[src/rtl/sw_debounce_pkg.sv]
// ---------------------------------------------------------------------------
// sw_debounce_pkg
// Shared definitions for the slide-switch debouncer:
//   - bit_state_t : per-bit qualification FSM encoding
//   - DEF_*       : default sizing constants used by the top level and benches
// ---------------------------------------------------------------------------
package sw_debounce_pkg;

  typedef enum logic {
    ST_STABLE   = 1'b0,
    ST_CHECKING = 1'b1
  } bit_state_t;

  localparam int DEF_NB_SW           = 4;
  localparam int DEF_NB_DEBOUNCE     = 20;
  localparam int DEF_DEBOUNCE_CYCLES = 1000000;

endpackage

[src/rtl/sw_debounce_bit.sv]
// ---------------------------------------------------------------------------
// debounce_bit
// Synchroniser, stability FSM and counter for one switch bit.
// Ports:
//   clock   : system clock, rising edge
//   i_reset : asynchronous active-low reset
//   sw      : raw asynchronous switch level
//   level   : debounced level (registered)
//   rise    : one-cycle pulse after an accepted 0->1 change (registered)
//   fall    : one-cycle pulse after an accepted 1->0 change (registered)
//   accept  : combinational, high in the cycle whose closing edge updates
//             level; feeds the registered any-change pulse in the top level
// ---------------------------------------------------------------------------
module debounce_bit
  import sw_debounce_pkg::*;
#(
  parameter int NB_DEBOUNCE     = DEF_NB_DEBOUNCE,
  parameter int DEBOUNCE_CYCLES = DEF_DEBOUNCE_CYCLES
) (
  input  logic clock,
  input  logic i_reset,
  input  logic sw,
  output logic level,
  output logic rise,
  output logic fall,
  output logic accept
);

  localparam logic [NB_DEBOUNCE-1:0] CNT_MAX = NB_DEBOUNCE'(DEBOUNCE_CYCLES - 1);
  localparam logic [NB_DEBOUNCE-1:0] CNT_ONE = NB_DEBOUNCE'(1);

  logic                   sync_p0;
  logic                   sync_p1;
  bit_state_t             state;
  logic [NB_DEBOUNCE-1:0] cnt;

  assign accept = (state == ST_CHECKING) && (sync_p1 != level) && (cnt == CNT_MAX);

  always_ff @(posedge clock or negedge i_reset) begin
    if (!i_reset) begin
      sync_p0 <= 1'b0;
      sync_p1 <= 1'b0;
      state   <= ST_STABLE;
      cnt     <= '0;
      level   <= 1'b0;
      rise    <= 1'b0;
      fall    <= 1'b0;
    end else begin
      // stage p0 -> p1: two-flop synchroniser, nothing else reads sw
      sync_p0 <= sw;
      sync_p1 <= sync_p0;
      // stage p1 -> level: qualification FSM
      rise    <= 1'b0;
      fall    <= 1'b0;
      case (state)
        ST_STABLE: begin
          cnt <= '0;
          if (sync_p1 != level) state <= ST_CHECKING;
        end
        ST_CHECKING: begin
          if (sync_p1 == level) begin
            // reverted before qualifying: drop the attempt silently
            state <= ST_STABLE;
            cnt   <= '0;
          end else if (cnt != CNT_MAX) begin
            cnt <= cnt + CNT_ONE;
          end else begin
            level <= sync_p1;
            rise  <= sync_p1;
            fall  <= ~sync_p1;
            state <= ST_STABLE;
            cnt   <= '0;
          end
        end
        default: begin
          state <= ST_STABLE;
          cnt   <= '0;
        end
      endcase
    end
  end

endmodule

[src/rtl/sw_debounce.sv]
// ---------------------------------------------------------------------------
// sw_debounce
// Debounces a vector of slide switches and reports accepted changes.
// Ports:
//   clock     : system clock, rising edge
//   i_reset   : asynchronous active-low reset
//   i_sw      : raw switch levels [NB_SW]
//   o_sw      : debounced switch levels [NB_SW], registered
//   o_sw_rise : per-bit one-cycle pulse on accepted 0->1 [NB_SW]
//   o_sw_fall : per-bit one-cycle pulse on accepted 1->0 [NB_SW]
//   o_changed : one-cycle pulse when any bit of o_sw changes
// ---------------------------------------------------------------------------
module sw_debounce
  import sw_debounce_pkg::*;
#(
  parameter int NB_SW           = DEF_NB_SW,
  parameter int NB_DEBOUNCE     = DEF_NB_DEBOUNCE,
  parameter int DEBOUNCE_CYCLES = DEF_DEBOUNCE_CYCLES
) (
  input  logic             clock,
  input  logic             i_reset,
  input  logic [NB_SW-1:0] i_sw,
  output logic [NB_SW-1:0] o_sw,
  output logic [NB_SW-1:0] o_sw_rise,
  output logic [NB_SW-1:0] o_sw_fall,
  output logic             o_changed
);

  // The counter must be able to reach DEBOUNCE_CYCLES-1 without wrapping.
  if ((DEBOUNCE_CYCLES < 2) || (DEBOUNCE_CYCLES > ((1 << NB_DEBOUNCE) - 1))) begin : g_bad_cfg
    $error("sw_debounce: DEBOUNCE_CYCLES out of range for NB_DEBOUNCE");
  end

  logic [NB_SW-1:0] accept;

  for (genvar i = 0; i < NB_SW; i++) begin : g_bit
    debounce_bit #(
      .NB_DEBOUNCE     (NB_DEBOUNCE),
      .DEBOUNCE_CYCLES (DEBOUNCE_CYCLES)
    ) u_bit (
      .clock   (clock),
      .i_reset (i_reset),
      .sw      (i_sw[i]),
      .level   (o_sw[i]),
      .rise    (o_sw_rise[i]),
      .fall    (o_sw_fall[i]),
      .accept  (accept[i])
    );
  end

  // Registered on the same edge as the per-bit pulses so all align.
  always_ff @(posedge clock or negedge i_reset) begin
    if (!i_reset) o_changed <= 1'b0;
    else          o_changed <= |accept;
  end

endmodule

[config.mk]
export PLATFORM = sky130hd
export DESIGN_NAME = sw_debounce
export DESIGN_NICKNAME = d
export VERILOG_FILES = /design/src/rtl/sw_debounce_pkg.sv /design/src/rtl/sw_debounce_bit.sv /design/src/rtl/sw_debounce.sv
export SDC_FILE = /design/constraint.sdc
export NUM_CORES = 1
export LEC_CHECK = 0
export BUFFER_PORTS_ARGS = -buffer_cell sky130_fd_sc_hd__buf_2
export CORE_MARGIN = 2
export CORE_UTILIZATION = 45
export CTS_CLUSTER_SIZE = 8
export DETAILED_ROUTE_END_ITERATION = 16
export GPL_TIMING_DRIVEN = 0
export PLACE_DENSITY = 0.72
export SLEW_MARGIN = 20
export SYNTH_ARGS = -nofsm -noshare
export SYNTH_HDL_FRONTEND = slang
export SYNTH_SLANG_ARGS = --single-unit
[constraint.sdc]
create_clock -name clock -period 4.8 [get_ports clock]
set_input_delay 0.24 -clock clock [delete_from_list [all_inputs] [get_ports clock]]
set_output_delay 0.24 -clock clock [all_outputs]
set_load 0.02 [all_outputs]
==> results of run 1 <==
[cells by family after synthesis]
family	after synthesis	share of synthesized area
adders and majority gates	4	0.00999
and+or+nand+nor	232	0.258
muxes	4	0.00899
xor gates and xnor gates	53	0.0927
buffers and inverters	43	0.0432
DFF	105	0.525
AOI/OAI and AO/OA	51	0.0630
[worst register-to-register path, delay by kind of cell, from the launching register on]
family	cells	cell delay, ns
buf+inv	1	0.38
simple gates	3	1.09
flops	1	0.42
compound gates	1	0.23
[per-stage QoR]
stage               hold slack, ns  area (um^2)
CTS                          0.307         5540
detailed placement           0.166         5310
finish                       0.314         5540
global placement             0.346         5270
global route                 0.329         5540
floorplan                  -0.0556         5010
[layout make-up]
type | count | area, um^2 | share of cell area
plain buffers | 29 | 164 | 0.0296
clock buffers | 9 | 124 | 0.0224
clock inverters | 7 | 60.1 | 0.0108
inverters | 14 | 52.6 | 0.00948
multi-input cells | 344 | 2160 | 0.391
flip-flops and latches | 105 | 2630 | 0.474
well taps | 140 | 175 | 0.0316
repair buffers | 24 | 174 | 0.0314
[timing repair]
action                                  in CTS  in global routing
endpoints found under the setup margin       0                  0
hold endpoints to repair                    41                  0
hold buffers                                 5                  0
[where the power goes]
| part | switching (mW) | internal [mW] |
|---|---|---|
| clock | 0.328 | 0.198 |
| combinational | 0.0333 | 0.0155 |
| sequential | 0.00737 | 0.892 |
| total | 0.368 | 1.11 |
[routing by layer]
layer  part of all wire  vias up
met4              0.016        0
met5                  0        -
met2               0.47       47
li1                   -     1801
met3              0.034       11
met1               0.48     1792
[state kept, by name, summed over array words and instances (netlist names)]
register,count
g_bit.u_bit.sync_p1,4
g_bit.u_bit.sync_p0,4
g_bit.u_bit.rise,4
g_bit.u_bit.level,4
g_bit.u_bit.fall,4
g_bit.u_bit.state,4
g_bit.u_bit.cnt,80
o_changed,1
[path summary, 6_finish.rpt]
| path | to | slack [ns] | cells past startpoint |
|---|---|---|---|
| worst max-delay path | g_bit[1].u_bit.cnt[3]$_DFF_PN0_ | 2.56 | 5 |
| worst min-delay path | g_bit[3].u_bit.cnt[18]$_DFF_PN0_ | 0.31 | 2 |
| worst max register to register | g_bit[1].u_bit.cnt[3]$_DFF_PN0_ | 2.56 | 5 |
| worst min register to register | g_bit[2].u_bit.sync_p1$_DFF_PN0_ | 0.36 | 0 |
| max in group asynchronous | g_bit[2].u_bit.cnt[16]$_DFF_PN0_ | 3.85 | 3 |
| min in group clock | g_bit[2].u_bit.sync_p1$_DFF_PN0_ | 0.36 | 0 |
[synthesized netlist by cell type, drive strengths merged (6+ instances only)]
library cell,instances,area (um^2)
inv,14,52.6
nor3,10,50.1
nand4,20,125
and2,6,37.5
and4,10,87.6
nand2,24,90.1
dfrtp,105,2630
nor3b,8,60.1
nor2,64,240
nand3,36,193
or4,19,150
xor2,25,219
xnor2,28,245
buf,20,130
o31ai,12,90.1
a21oi,23,123
nor4,9,56.3
or3,10,62.6
clkbuf,9,33.8
o21ai,10,50.1
==> flow_metrics.tcl, run 1 <==
set metrics [dict create \
    worstReg2RegStart "g_bit[1].u_bit.cnt[12]$_DFF_PN0_" \
    ant_nets 0 \
    setup_viol 0 \
    max_freq_mhz 447 \
    routed-via-count 3651 \
    fp.dieH_um 110 \
    grt-ovfl-total 0 \
    max_slew_margin 0.649 \
    nFillCells 983 \
    total_power_mw 1.47 \
    antenna_found_initial 0 \
    dp_cells 651 \
    end_kind "flop" \
    cts.sinks 105 \
    place.gp.congestion 0.765 \
    final_util 0.511 \
    synth-edff-count 0 \
    startpoint_type "flop" \
    status "completed" \
    dp_hpwl_um 6160 \
    clk_path_buf_depth 2 \
    ys_seq_area_frac 0.525 \
    fp.dieW_um 110 \
    io_pins 19 \
    async_flop_share 1.00 \
    synth-seq-cells 105 \
    cts_tree "built" \
    startpoint "g_bit[1].u_bit.cnt[12]$_DFF_PN0_" \
    fin_tns_setup_ns 0 \
    path_cells "or4_1, nor4_1, a21bo_2, clkbuf_1, nor2_1" \
    period_minus_slack_ns 2.24 \
    vdd_drop_max_uv 197 \
    cp_slowest_cell "or4_1" \
    path_delay_family "simple AND/OR/NAND/NOR gates" \
    core_area_um2 10800 \
    grtUsageTotal 0.171 \
    worstSkewPairLatency_ns 0.39 \
    routed_wl_um 8980 \
    rsz0062_at_grt "false" \
    synthCells 492 \
    ctsResizeCount 0 \
    synth_area_per_cell_um2 10.2 \
    drv_slew 0 \
    synth_cell_types 40 \
    dieArea_um2 12000 \
    dr.first_iter.drc_count 200 \
    grt_pass1_wl_um 16200 \
    met1_usage 0.215 \
    min_path_type "input pin to asynchronous set/reset pin" \
    criticalPathCategory "flop to flop" \
    grt_busiest_layer "met2" \
    grt_start_max_net_pins 69 \
    grt_pass1_vias 3636 \
    remaining_drc_errors 0 \
    hold_viol 0 \
    grt_use_met3 0.0427 \
    layout-drive-gt1-share 0.130 \
    path_buf_inv 1 \
    cts_inserted_buffers 9 \
    final_cell_mix "105 x dfrtp_1, 64 x nor2_1, 35 x nand3_1" \
    io_buffer_count 18 \
    worstMarginPinSlew_ns 0.520 \
    cts_setup_buffers 0 \
    p_per_area_nw_per_um2 266 \
    syn_to_final_growth_pct 10.6 \
    path_clk_slew_ns 0.10 \
    arrival_ns 2.49 \
    worst_slack_ns 2.56 \
    ctsHtreeMaxLevel 3 \
    syn-num-nets 502 \
    final_common_cell "dfrtp_1" \
    nets 537 \
    post-place-ws_ns 2.57 \
    num_rows 38 \
    leakagePower_nw 2.23 \
    worst_ep_required_time_ns 5.05 \
    routed_via_density 5.43 \
    root_buffer "clkbuf_8" \
    finClkSkew_ns 0.0119 \
    start_util 0.462 \
    grtUsageMet2 0.284 \
    avgRoutedWirePerCell_um 13.4 \
    max_stage_delay_ns 0.55 \
    firstDrtPassIters 4 \
    synth_area_um2 5010 \
    antenna_cells 0 \
    fin_cells 672 \
    maxCapViolCount 0 \
    period_share 0.466 \
    ys.warnings.count 0 \
    ys_dominant_reg_cell "dfrtp_1" \
    cp_max_fo 10 \
]
Power figures use the tool's default switching activity.
==> run 2: changes to the inputs <==
Settings changed: ABC_AREA from default to 1, PLACE_DENSITY 0.72 to 0.74.
Clock period 4.8 ns to 1.8 ns, I/O delays scaled along.
==> run 2 against run 1 <==
Net effect: clock power grew to 3.5 times the previous value; maximum frequency is 43% higher; sequential share of layout area shrank 4.7 points; register-to-register slack got worse by 2.3 ns; utilization increased by 0.099 points; final cell count up 33%; synthesized cell count is 43% higher; largest cell class unchanged.
==> flow_metrics.tcl, run 2 <==
set metrics [dict create \
    cts_setup_buffers 0 \
    maxCapViolCount 0 \
    max_stage_delay_ns 0.40 \
    worst_ep_required_time_ns 2.04 \
    antenna_found_initial 0 \
    cts.sinks 105 \
    hold_viol 0 \
    num_rows 40 \
    cts_inserted_buffers 9 \
    layout-drive-gt1-share 0.147 \
    synth-edff-count 0 \
    root_buffer "clkbuf_16" \
    rsz0062_at_grt "false" \
    end_kind "flop" \
    nets 751 \
    period_minus_slack_ns 1.57 \
    cp_max_fo 10 \
    fp.dieW_um 115 \
    regMostFlops "g_bit.u_bit.cnt" \
    start_util 0.459 \
    grt_pass1_vias 3840 \
    criticalPathCategory "flop to flop" \
    arrival_ns 1.81 \
    dr.first_iter.drc_count 253 \
    largest_register_ff_count 80 \
    cts_tree "built" \
    p_int_mw 3.39 \
    total_power_mw 4.42 \
    routed_via_density 4.67 \
    vdd_drop_max_uv 438 \
    fin_tns_setup_ns 0 \
    max_freq_mhz 637 \
    ys.warnings.count 0 \
    place.gp.congestion 0.890 \
    dieArea_um2 13200 \
    routed-via-count 4174 \
    synthCells 706 \
    status "completed" \
    grtUsageTotal 0.164 \
    netSwitchingFraction 0.233 \
    dp_hpwl_um 7120 \
    path_clk_slew_ns 0.07 \
    remaining_drc_errors 0 \
    io_pins 19 \
    ctsHtreeMaxLevel 3 \
    ys_seq_area_frac 0.476 \
    ys_dominant_reg_cell "dfrtp_1" \
    grt_start_max_net_pins 73 \
    path_delay_family "simple AND/OR/NAND/NOR gates" \
    yosysTopAreaCell "dfrtp_1" \
    yosysTopAreaCellShare 0.476 \
    combPwrFrac 0.039 \
    place_area_um2 5820 \
    leakagePower_nw 2.87 \
    synth-seq-cells 105 \
    cp_slowest_cell "dfrtp_1" \
    async_flop_share 1.00 \
    max_slew_margin 0.738 \
    core_area_um2 12000 \
    grt_pass1_wl_um 17100 \
    antenna_cells 0 \
    final_area_um2 6150 \
    worstSkewPairLatency_ns 0.35 \
    syn_to_final_growth_pct 11.5 \
    crit_top_cell "nand2_2" \
    fin_hold_ws_ns 0.181 \
    avgRoutedWirePerCell_um 11.0 \
    power.switching_mw 1.03 \
    synth_common_cells "153 x nor2_1, 142 x nand2_1, 105 x dfrtp_1" \
    startpoint_type "flop" \
    power_frac_seq 0.543 \
    finClkSkew_ns 0.00938 \
    clkPwrFrac 0.417 \
    period_share 0.871 \
    final_common_cell "nor2_1" \
    min_path_type "input pin to asynchronous set/reset pin" \
    setup_viol 0 \
    synth_cell_types 27 \
    firstDrtPassIters 5 \
    grt-ovfl-total 0 \
    ant_nets 0 \
    yosysMostFrequentCell "nor2_1" \
    synth_area_um2 5520 \
    final_cell_mix "153 x nor2_1, 142 x nand2_1, 105 x dfrtp_1" \
    path_buf_inv 2 \
    worstMarginPinSlew_ns 0.390 \
    clk_path_buf_depth 2 \
    yosys-top-cells-area "dfrtp_1 48%, nor2_1 10%, nand2_1 9.7%" \
    p_per_area_nw_per_um2 719 \
    routed_wl_um 9810 \
    final_util 0.512 \
    fp.dieH_um 115 \
    drv_slew 0 \
    synth_area_per_cell_um2 7.81 \
    syn-num-nets 716 \
    path_cells "ha_1, nand2_2, nor2_4, nand2_2, inv_2, nand3_2, nand2_4, buf_6, nor2_1" \
    io_buffer_count 18 \
]
run 2: worst register-to-register path, cell delays in order (launching register included):
cell	delay [ns]
dfrtp_1	0.40
ha_1	0.20
nand2_2	0.09
nor2_4	0.14
nand2_2	0.09
inv_2	0.10
nand3_2	0.10
nand2_4	0.13
buf_6	0.16
nor2_1	0.06
run 2: worst paths after layout:
kind                            depth (start not counted)                             start                               end  slack [ns]
min in group clock                                      0  g_bit[1].u_bit.sync_p0$_DFF_PN0_  g_bit[1].u_bit.sync_p1$_DFF_PN0_        0.35
max in group asynchronous                               3                           i_reset   g_bit[3].u_bit.cnt[7]$_DFF_PN0_        0.97
worst max register to register                          9   g_bit[2].u_bit.cnt[0]$_DFF_PN0_  g_bit[2].u_bit.cnt[18]$_DFF_PN0_        0.23
worst min register to register                          0  g_bit[1].u_bit.sync_p0$_DFF_PN0_  g_bit[1].u_bit.sync_p1$_DFF_PN0_        0.35
worst min-delay path                                    2                           i_reset   g_bit[0].u_bit.cnt[8]$_DFF_PN0_        0.18
worst max-delay path                                    9   g_bit[2].u_bit.cnt[0]$_DFF_PN0_  g_bit[2].u_bit.cnt[18]$_DFF_PN0_        0.23
run 2: kinds of logic after synthesis:
group,count (synthesis),synth area share
flip-flops,105,0.476
buffers and inverters,122,0.100
AO/OA/AOI/OAI,21,0.0211
AND/OR/NAND/NOR,420,0.339
adder cells (fa/ha/maj),4,0.00907
XOR/XNOR,34,0.0540
run 2: final cells by class:
class | count | area (um^2)
Tap cell | 147 | 184
Fill cell | 1124 | 5860
Clock buffer | 10 | 229
Clock inverter | 6 | 50.0
Buffer | 18 | 163
Sequential cell | 105 | 2630
Timing Repair Buffer | 24 | 174
Inverter | 104 | 390
Multi-Input combinational cell | 479 | 2330
run 2: power by group through the flow:
| stage | clock network [mW] | logic, mW | registers [mW] |
|---|---|---|---|
| 2_1_floorplan | 0 | 0.0897 | 2.44 |
| 3_3_place_gp | 0 | 0.162 | 2.45 |
| 3_5_place_dp | 0 | 0.171 | 2.45 |
| 4_1_cts | 1.92 | 0.180 | 2.40 |
| 5_1_grt | 1.99 | 0.202 | 2.40 |
| 6_report | 1.85 | 0.174 | 2.40 |
run 2: repair_timing:
action / in CTS / in global routing
hold buffers: 5 / 0
endpoints found under the hold margin: 38 / 0
resized for setup: 0 / 0
run 2: per-stage QoR:
stage / instances / worst slack, ns
after floorplan: 706 / 0.429
after global placement: 871 / -0.515
after detailed placement: 872 / 0.231
after CTS: 893 / 0.226
after global routing: 893 / 0.119
final: 893 / 0.231
run 2: routing by layer:
metal | vias to the layer above | routed length [um] | GRT usage | share of wire
li1 | 2214 | - | - | -
met1 | 1893 | 4880 | 0.218 | 0.50
met2 | 54 | 4430 | 0.263 | 0.45
met3 | 13 | 359 | 0.0418 | 0.037
met4 | 0 | 146 | 0.0586 | 0.015
met5 | - | 0 | 0 | 0
